`config.mk`:
```
export PLATFORM = sky130hd
export DESIGN_NAME = hcsr04_scheduler
export DESIGN_NICKNAME = d
export VERILOG_FILES = /design/src/rtl/hcsr04_pkg.sv /design/src/rtl/rr_next_idx.sv /design/src/rtl/hcsr04_scheduler.sv
export SDC_FILE = /design/constraint.sdc
export NUM_CORES = 1
export LEC_CHECK = 0
export ABC_CLOCK_PERIOD_IN_PS = 2500
export BUFFER_PORTS_ARGS = -buffer_cell sky130_fd_sc_hd__buf_2
export CAP_MARGIN = 10
export CORE_MARGIN = 2
export CORE_UTILIZATION = 45
export DETAILED_ROUTE_END_ITERATION = 8
export GPL_TIMING_DRIVEN = 0
export PLACE_DENSITY = 0.73
export SLEW_MARGIN = 20
export SYNTH_ARGS = -nofsm -noshare
export SYNTH_HDL_FRONTEND = slang
export SYNTH_SLANG_ARGS = --single-unit
```
`constraint.sdc`:
```
create_clock -name clk -period 2.5 [get_ports clk]
set_input_delay 0.5 -clock clk [delete_from_list [all_inputs] [get_ports clk]]
set_output_delay 0.5 -clock clk [all_outputs]
set_load 0.03 [all_outputs]
```
`src/rtl/hcsr04_pkg.sv`:
```
// Shared definitions for the hc_sr04 measurement scheduler and its consumers.
package hcsr04_pkg;

    localparam int unsigned DIST_W = 22;
    localparam logic [DIST_W-1:0] TIMEOUT_CODE = 22'h3FFFFF;

    typedef enum logic [2:0] {
        IDLE,
        SELECT,
        LAUNCH,
        BUSY,
        STORE,
        ABORT,
        GAP
    } state_t;

    typedef struct packed {
        logic [DIST_W-1:0] distance;
        logic              valid;
        logic              timeout;
    } bank_entry_t;

    function automatic int unsigned max_u(input int unsigned a, input int unsigned b);
        return (a > b) ? a : b;
    endfunction

endpackage

```
`src/rtl/rr_next_idx.sv`:
```
// Combinational round-robin picker: first set mask bit strictly after last_idx,
// wrapping, so a lone set bit at last_idx is picked again.
module rr_next_idx #(
    parameter int unsigned N     = 4,
    parameter int unsigned SEL_W = $clog2(N)
) (
    input  logic [N-1:0]     mask,
    input  logic [SEL_W-1:0] last_idx,
    output logic [SEL_W-1:0] next_idx,
    output logic             none_set
);

    logic [SEL_W-1:0] cand;
    logic             found;

    always_comb begin
        next_idx = last_idx;
        none_set = (mask == '0);
        cand     = '0;
        found    = 1'b0;
        for (int unsigned k = 1; k <= N; k++) begin
            cand = SEL_W'((32'(last_idx) + k) % N);
            if (!found && mask[cand]) begin
                next_idx = cand;
                found    = 1'b1;
            end
        end
    end

endmodule

```
`src/rtl/hcsr04_scheduler.sv`:
```
// Round-robin scheduler sharing one hc_sr04 ranging core between several sensors,
// with echo timeout, inter-measurement quiet gap and a per-sensor result bank.
module hcsr04_scheduler
    import hcsr04_pkg::*;
#(
    parameter int unsigned N_SENSORS   = 4,
    parameter int unsigned TIMEOUT_CYC = 3_000_000,
    parameter int unsigned GAP_CYC     = 6_000_000,
    parameter int unsigned SEL_W       = $clog2(N_SENSORS)
) (
    input  logic                 clk,
    input  logic                 rst,
    input  logic                 en,
    input  logic [N_SENSORS-1:0] sensor_mask,
    output logic [SEL_W-1:0]     sel,
    output logic                 core_measure,
    output logic                 core_rst,
    input  logic                 core_ready,
    input  logic [DIST_W-1:0]    core_distance,
    input  logic [SEL_W-1:0]     rd_idx,
    output logic [DIST_W-1:0]    rd_distance,
    output logic                 rd_valid,
    output logic                 rd_timeout,
    output logic                 done,
    output logic [SEL_W-1:0]     done_idx,
    output logic                 busy
);

    localparam int unsigned CNT_W  = $clog2(max_u(TIMEOUT_CYC, GAP_CYC) + 1);
    localparam int unsigned BANK_N = 1 << SEL_W;
    localparam logic [CNT_W-1:0] TO_LAST  = CNT_W'(TIMEOUT_CYC - 1);
    localparam logic [CNT_W-1:0] GAP_LAST = CNT_W'(GAP_CYC - 1);

    state_t           state_q, state_d;
    logic [SEL_W-1:0] sel_q, sel_d;
    logic [SEL_W-1:0] last_q, last_d;
    logic [CNT_W-1:0] cnt_q, cnt_d, cnt_inc;
    logic             measure_q, measure_d;
    logic             core_rst_q, core_rst_d;
    logic             done_q, done_d;
    logic [SEL_W-1:0] done_idx_q, done_idx_d;
    logic             busy_q;
    bank_entry_t      bank_q [BANK_N];
    bank_entry_t      bank_d [BANK_N];

    logic [SEL_W-1:0] pick_idx;
    logic             none_set;

    rr_next_idx #(
        .N     (N_SENSORS),
        .SEL_W (SEL_W)
    ) u_rr_next_idx (
        .mask     (sensor_mask),
        .last_idx (last_q),
        .next_idx (pick_idx),
        .none_set (none_set)
    );

    // Saturating so a stuck state can never wrap back under the thresholds.
    assign cnt_inc = (cnt_q == '1) ? cnt_q : cnt_q + CNT_W'(1);

    always_comb begin
        state_d    = state_q;
        sel_d      = sel_q;
        last_d     = last_q;
        cnt_d      = cnt_inc;
        measure_d  = 1'b0;
        core_rst_d = 1'b0;
        done_d     = 1'b0;
        done_idx_d = done_idx_q;
        bank_d     = bank_q;
        unique case (state_q)
            IDLE: begin
                cnt_d = '0;
                if (en && (sensor_mask != '0)) begin
                    state_d = SELECT;
                end
            end
            SELECT: begin
                cnt_d = '0;
                if (none_set) begin
                    state_d = IDLE;
                end else begin
                    sel_d     = pick_idx;
                    last_d    = pick_idx;
                    measure_d = 1'b1;
                    state_d   = LAUNCH;
                end
            end
            LAUNCH: begin
                if (!core_ready) begin
                    state_d = BUSY;
                end else if (cnt_q >= TO_LAST) begin
                    state_d    = ABORT;
                    cnt_d      = '0;
                    core_rst_d = 1'b1;
                    done_d     = 1'b1;
                    done_idx_d = sel_q;
                end
            end
            BUSY: begin
                if (core_ready) begin
                    state_d    = STORE;
                    done_d     = 1'b1;
                    done_idx_d = sel_q;
                end else if (cnt_q >= TO_LAST) begin
                    state_d    = ABORT;
                    cnt_d      = '0;
                    core_rst_d = 1'b1;
                    done_d     = 1'b1;
                    done_idx_d = sel_q;
                end
            end
            STORE: begin
                bank_d[sel_q].distance = core_distance;
                bank_d[sel_q].valid    = 1'b1;
                bank_d[sel_q].timeout  = 1'b0;
                state_d = GAP;
                cnt_d   = '0;
            end
            ABORT: begin
                // Two cycles of core reset; the counter tells them apart.
                if (cnt_q == '0) begin
                    bank_d[sel_q].distance = TIMEOUT_CODE;
                    bank_d[sel_q].valid    = 1'b0;
                    bank_d[sel_q].timeout  = 1'b1;
                    core_rst_d = 1'b1;
                end else begin
                    state_d = GAP;
                    cnt_d   = '0;
                end
            end
            GAP: begin
                if (cnt_q >= GAP_LAST) begin
                    state_d = en ? SELECT : IDLE;
                end
            end
            default: begin
                state_d = IDLE;
            end
        endcase
    end

    always_ff @(posedge clk or negedge rst) begin
        if (!rst) begin
            state_q    <= IDLE;
            sel_q      <= '0;
            last_q     <= SEL_W'(N_SENSORS - 1);
            cnt_q      <= '0;
            measure_q  <= 1'b0;
            core_rst_q <= 1'b0;
            done_q     <= 1'b0;
            done_idx_q <= '0;
            busy_q     <= 1'b0;
            bank_q     <= '{default: '0};
        end else begin
            state_q    <= state_d;
            sel_q      <= sel_d;
            last_q     <= last_d;
            cnt_q      <= cnt_d;
            measure_q  <= measure_d;
            core_rst_q <= core_rst_d;
            done_q     <= done_d;
            done_idx_q <= done_idx_d;
            busy_q     <= (state_d != IDLE);
            bank_q     <= bank_d;
        end
    end

    assign sel          = sel_q;
    assign core_measure = measure_q;
    assign core_rst     = core_rst_q;
    assign done         = done_q;
    assign done_idx     = done_idx_q;
    assign busy         = busy_q;

    assign rd_distance = bank_q[rd_idx].distance;
    assign rd_valid    = bank_q[rd_idx].valid;
    assign rd_timeout  = bank_q[rd_idx].timeout;

endmodule

```
==> flow_summary_export.csv <==
group,metric,value,unit
cells_and_area,instances_no_fill,886,
synthesis,synthAdderAreaFrac,0.5602,%
synthesis,ys.flop_type,"dfrtp_1",
power_and_ir_drop,swShare,36.47,%
die,pin_count,64,
sta,setup_tns,0,ns
worst_hold_path,min_path_type,"in -> async",
grt,grt_pass1_vias,5024,
die,die-area,0.01486,mm^2
synthesis,ys_seq_elements,132,
synthesis,synth_xor_xnor_area_share,2.941,%
detailed_routing,firstDrtPassIters,5,
critical_path,path_max_fanout,10,
placed_design,dp_slack,-0.1291,ns
grt,antenna_found_initial,0,
cells_and_area,fin_nets,728,
critical_path,critPathKind,"reg -> reg",
critical_path,cp-end-kind,"register",
sta,max_freq,0.4039,GHz
synthesis,synth_compound_area_share,12.89,%
detailed_routing,vias,5006,
sta,relSlewSlack,56.36,%
critical_path,crit_start,"cnt_q[20]$_DFF_PN0_",
power_and_ir_drop,p_leak,3.361,nW
synthesis,yosysTopAreaCellShare,52.02,%
synthesis,syn_avg_cell_area,10.20,um^2
detailed_routing,wl,15590,um
grt,overflow,0,
clock_network,worstSkewPairLatency,0.42,ns
synthesis,synth_top_family_by_area,"simple AND/OR/NAND/NOR gates",
synthesis,ys_top_cells_by_area,"dfrtp_1, mux4_2, nand2_1, o21ai_0, nor2_1",
synthesis,synth.distinct_cells,55,
die,die_h,121.9,um
cells_and_area,final_cell_area,0.007533,mm^2
synthesis,synth_warnings,0,
cells_and_area,n_fill_cell,1201,
synthesis,synth_mux_area_share,10.26,%
power_and_ir_drop,pwr-share-seq,38.4,%
power_and_ir_drop,ir_drop,0.5895,mV
synthesis,synth_area_leader_cell,"dfrtp_1",
placed_design,post_dp_cell_area,0.006815,mm^2
grt,gr-usage-all-layers,22.00,%
sta,fin_ws,0.02441,ns
power_and_ir_drop,p_int,5.792,mW
clock_network,ctsRootBufferMaster,"clkbuf_16",
synthesis,seq_area_frac_synth,52.86,%
clock_network,tritoncts,"yes",
cells_and_area,register_area,0.003307,mm^2
clock_network,clock_path_buffers,2,
detailed_routing,routedWlPerCell,17.60,um
synthesis,synthesis.area,0.006253,mm^2
clock_network,clock-sinks,132,
detailed_routing,drt_iter0_drc,505,
placed_design,finalWeightedCongestion,0.9276,
cells_and_area,synthToLayoutAreaGrowth,20.47,%
clock_network,cts-buffers-inserted,17,
sta,whs,0.08111,ns
critical_path,critPathRequiredTime,2.78,ns
clock_network,path_clk_slew,0.06,ns
detailed_routing,vias_per_cell,5.650,
cells_and_area,drive_above_1_share,25.50,%
critical_path,rr_worst_depth,9,
synthesis,synth_edf_count,0,
synthesis,synth-simple-area-share,16.41,%
detailed_routing,drc_errors,0,
power_and_ir_drop,power_frac_comb,34.0,%
grt,grt_max_degree,71,
job,drv_cap,0,
critical_path,timing.rr.start,"cnt_q[20]$_DFF_PN0_",
sta,drv_slew,0,
placed_design,dp.cells,854,
grt,grt_pass1_wl,25100,um
sta,setup_viol,0,
cells_and_area,antenna_cells,0,
sta,tightest_slew,0.6546,ns
critical_path,crit_arrival,2.76,ns
die,core,0.01372,mm^2
die,rows,43,
die,die-width,121.9,um
power_and_ir_drop,p_switching,3.326,mW
power_and_ir_drop,power_density,1210,mW/mm^2
placed_design,portBuffers,60,
sta,hold_violations,0,
sta,min_period_over_period,99.02,%
placed_design,dp.final_hpwl,10340,um
synthesis,syn_inst,613,
synthesis,async_reset_ff_share,100.0,%
power_and_ir_drop,clkPwrFrac,27.6,%
critical_path,critPathLaunchType,"register",
sta,fin_crit,2.476,ns
die,start_util,45.58,%
clock_network,htreeDepth,4,
detailed_routing,drtAntennaViolNets,0,
sta,clock_skew,0.006605,ns
outcome,outcome,"completed",
cells_and_area,multiInputGateArea,0.002756,mm^2
synthesis,synthesis.nets,647,
[placed cells by master (no fill, tap or decap), types with 2 or more instances in the layout]
| cell type | count |
|---|---|
| clkbuf_16 | 17 |
| nor3b_1 | 3 |
| buf_6 | 7 |
| nand3_1 | 14 |
| a31oi_1 | 2 |
| nor2b_1 | 3 |
| clkbuf_2 | 13 |
| a22oi_1 | 2 |
| mux4_2 | 24 |
| o21ai_0 | 66 |
| nor3_1 | 7 |
| o211ai_1 | 3 |
| xnor2_1 | 6 |
| clkbuf_4 | 4 |
| dfrtp_1 | 129 |
| buf_4 | 6 |
| a21boi_0 | 2 |
| clkinv_4 | 3 |
| o21ai_2 | 6 |
| clkbuf_1 | 10 |
| buf_2 | 65 |
| clkinv_2 | 3 |
| and4_1 | 2 |
| nor4_1 | 5 |
| nand4b_1 | 2 |
| a21oi_1 | 31 |
| o2111ai_1 | 3 |
| nand2_1 | 89 |
| nand4_1 | 13 |
| mux2i_1 | 3 |
| dfstp_2 | 2 |
| nor2_2 | 3 |
| bufinv_16 | 3 |
| xor2_1 | 15 |
| nor2_1 | 81 |
| inv_1 | 10 |
| mux2_2 | 5 |
| o21ai_1 | 4 |
| clkinvlp_4 | 2 |
| a211oi_1 | 3 |
[critical path, stage by stage (launching register included)]
cell      delay (ns)
dfrtp_1         0.36
buf_2           0.17
or3_4           0.36
nand4b_1        0.19
or2_4           0.30
a2111o_1        0.42
buf_6           0.17
buf_6           0.16
nand2_1         0.09
o21ai_0         0.11
[what timing repair did]
| item | CTS | global route |
|---|---|---|
| pin swaps | 0 | 6 |
| resized for setup | 16 | 24 |
| hold buffers | 0 | 0 |
| endpoints found under the setup margin | 93 | 131 |
| setup buffers | 0 | 4 |
[per-stage QoR]
step	util (%)	power [mW]
5_1_grt	54.91	9.659
4_1_cts	54.32	9.107
2_1_floorplan	-	5.641
3_5_place_dp	49.68	6.546
6_report	54.91	9.118
3_3_place_gp	49.43	6.354
[final timing paths]
path | end | slack [ns]
hold reg to reg | bank_q[34]$_DFFE_PN0P_ | 0.48
hold / removal | bank_q[66]$_DFFE_PN0P_ | 0.08
setup / recovery | bank_q[63]$_DFFE_PN0P_ | 0.02
max in group asynchronous | last_q[0]$_DFFE_PN1P_ | 1.61
min in group clk | bank_q[59]$_DFFE_PN0P_ | 0.36
setup reg to reg | bank_q[63]$_DFFE_PN0P_ | 0.02
[Yosys cell counts (all sizes together), types with 2 or more instances]
cell,n
nor3b,4
o21ai,76
xnor2,6
or2,2
mux4,24
or3,2
clkbuf,26
a211oi,3
o2111ai,3
nand4b,2
dfrtp,130
ha,2
or4,2
nand2,89
nand4,13
a21boi,2
and4,2
nand3,14
nor2b,3
mux2i,3
nor3,8
o211ai,3
xor2,15
dfstp,2
mux2,6
nor4,7
a21oi,32
buf,18
inv,10
a31oi,3
nor2,84
a22oi,2
[per-layer routing]
metal | track usage (%) | vias to the layer above | wire (um) | share of wire (%)
li1 | - | 2320 | - | -
met1 | 27.93 | 2467 | 6567 | 42
met2 | 36.66 | 194 | 7926 | 51
met3 | 6.086 | 25 | 911 | 5.8
met4 | 7.040 | 0 | 186 | 1.2
met5 | 0 | - | 0 | 0
[layout make-up]
class,count,share of cell area (%)
Buffer,41,3.255
Clock buffer,19,5.879
Clock inverter,12,2.059
Inverter,10,0.4983
Multi-Input combinational cell,427,36.59
Sequential cell,132,43.90
Tap cell,180,2.990
Timing Repair Buffer,65,4.833
[registers in the layout (all words and copies together) (netlist names)]
signal	count
bank_q	96
busy	1
cnt_q	23
core_measure	1
core_rst	1
done	1
done_idx	2
last_q	2
sel	2
state_q	3
[power groups by stage]
stage               Combinational (mW)  Sequential (mW)  Clock [mW]
detailed placement                3.04             3.51           0
floorplan                         2.20             3.44           0
finish                            3.10             3.50        2.52
global placement                  2.91             3.44           0
CTS                               3.08             3.49        2.54
global route                      3.41             3.61        2.64
[cells by family (layout without fill, tap and decap cells)]
logic type / Yosys count / count (layout)
AOI/OAI and AO/OA: 136 / 136
xor gates and xnor gates: 21 / 21
adders and majority gates: 3 / 3
buffers and inverters: 54 / 147
DFF: 132 / 132
muxes: 33 / 33
and+or+nand+nor: 234 / 234
No activity file was read; power rests on OpenSTA's default activity.
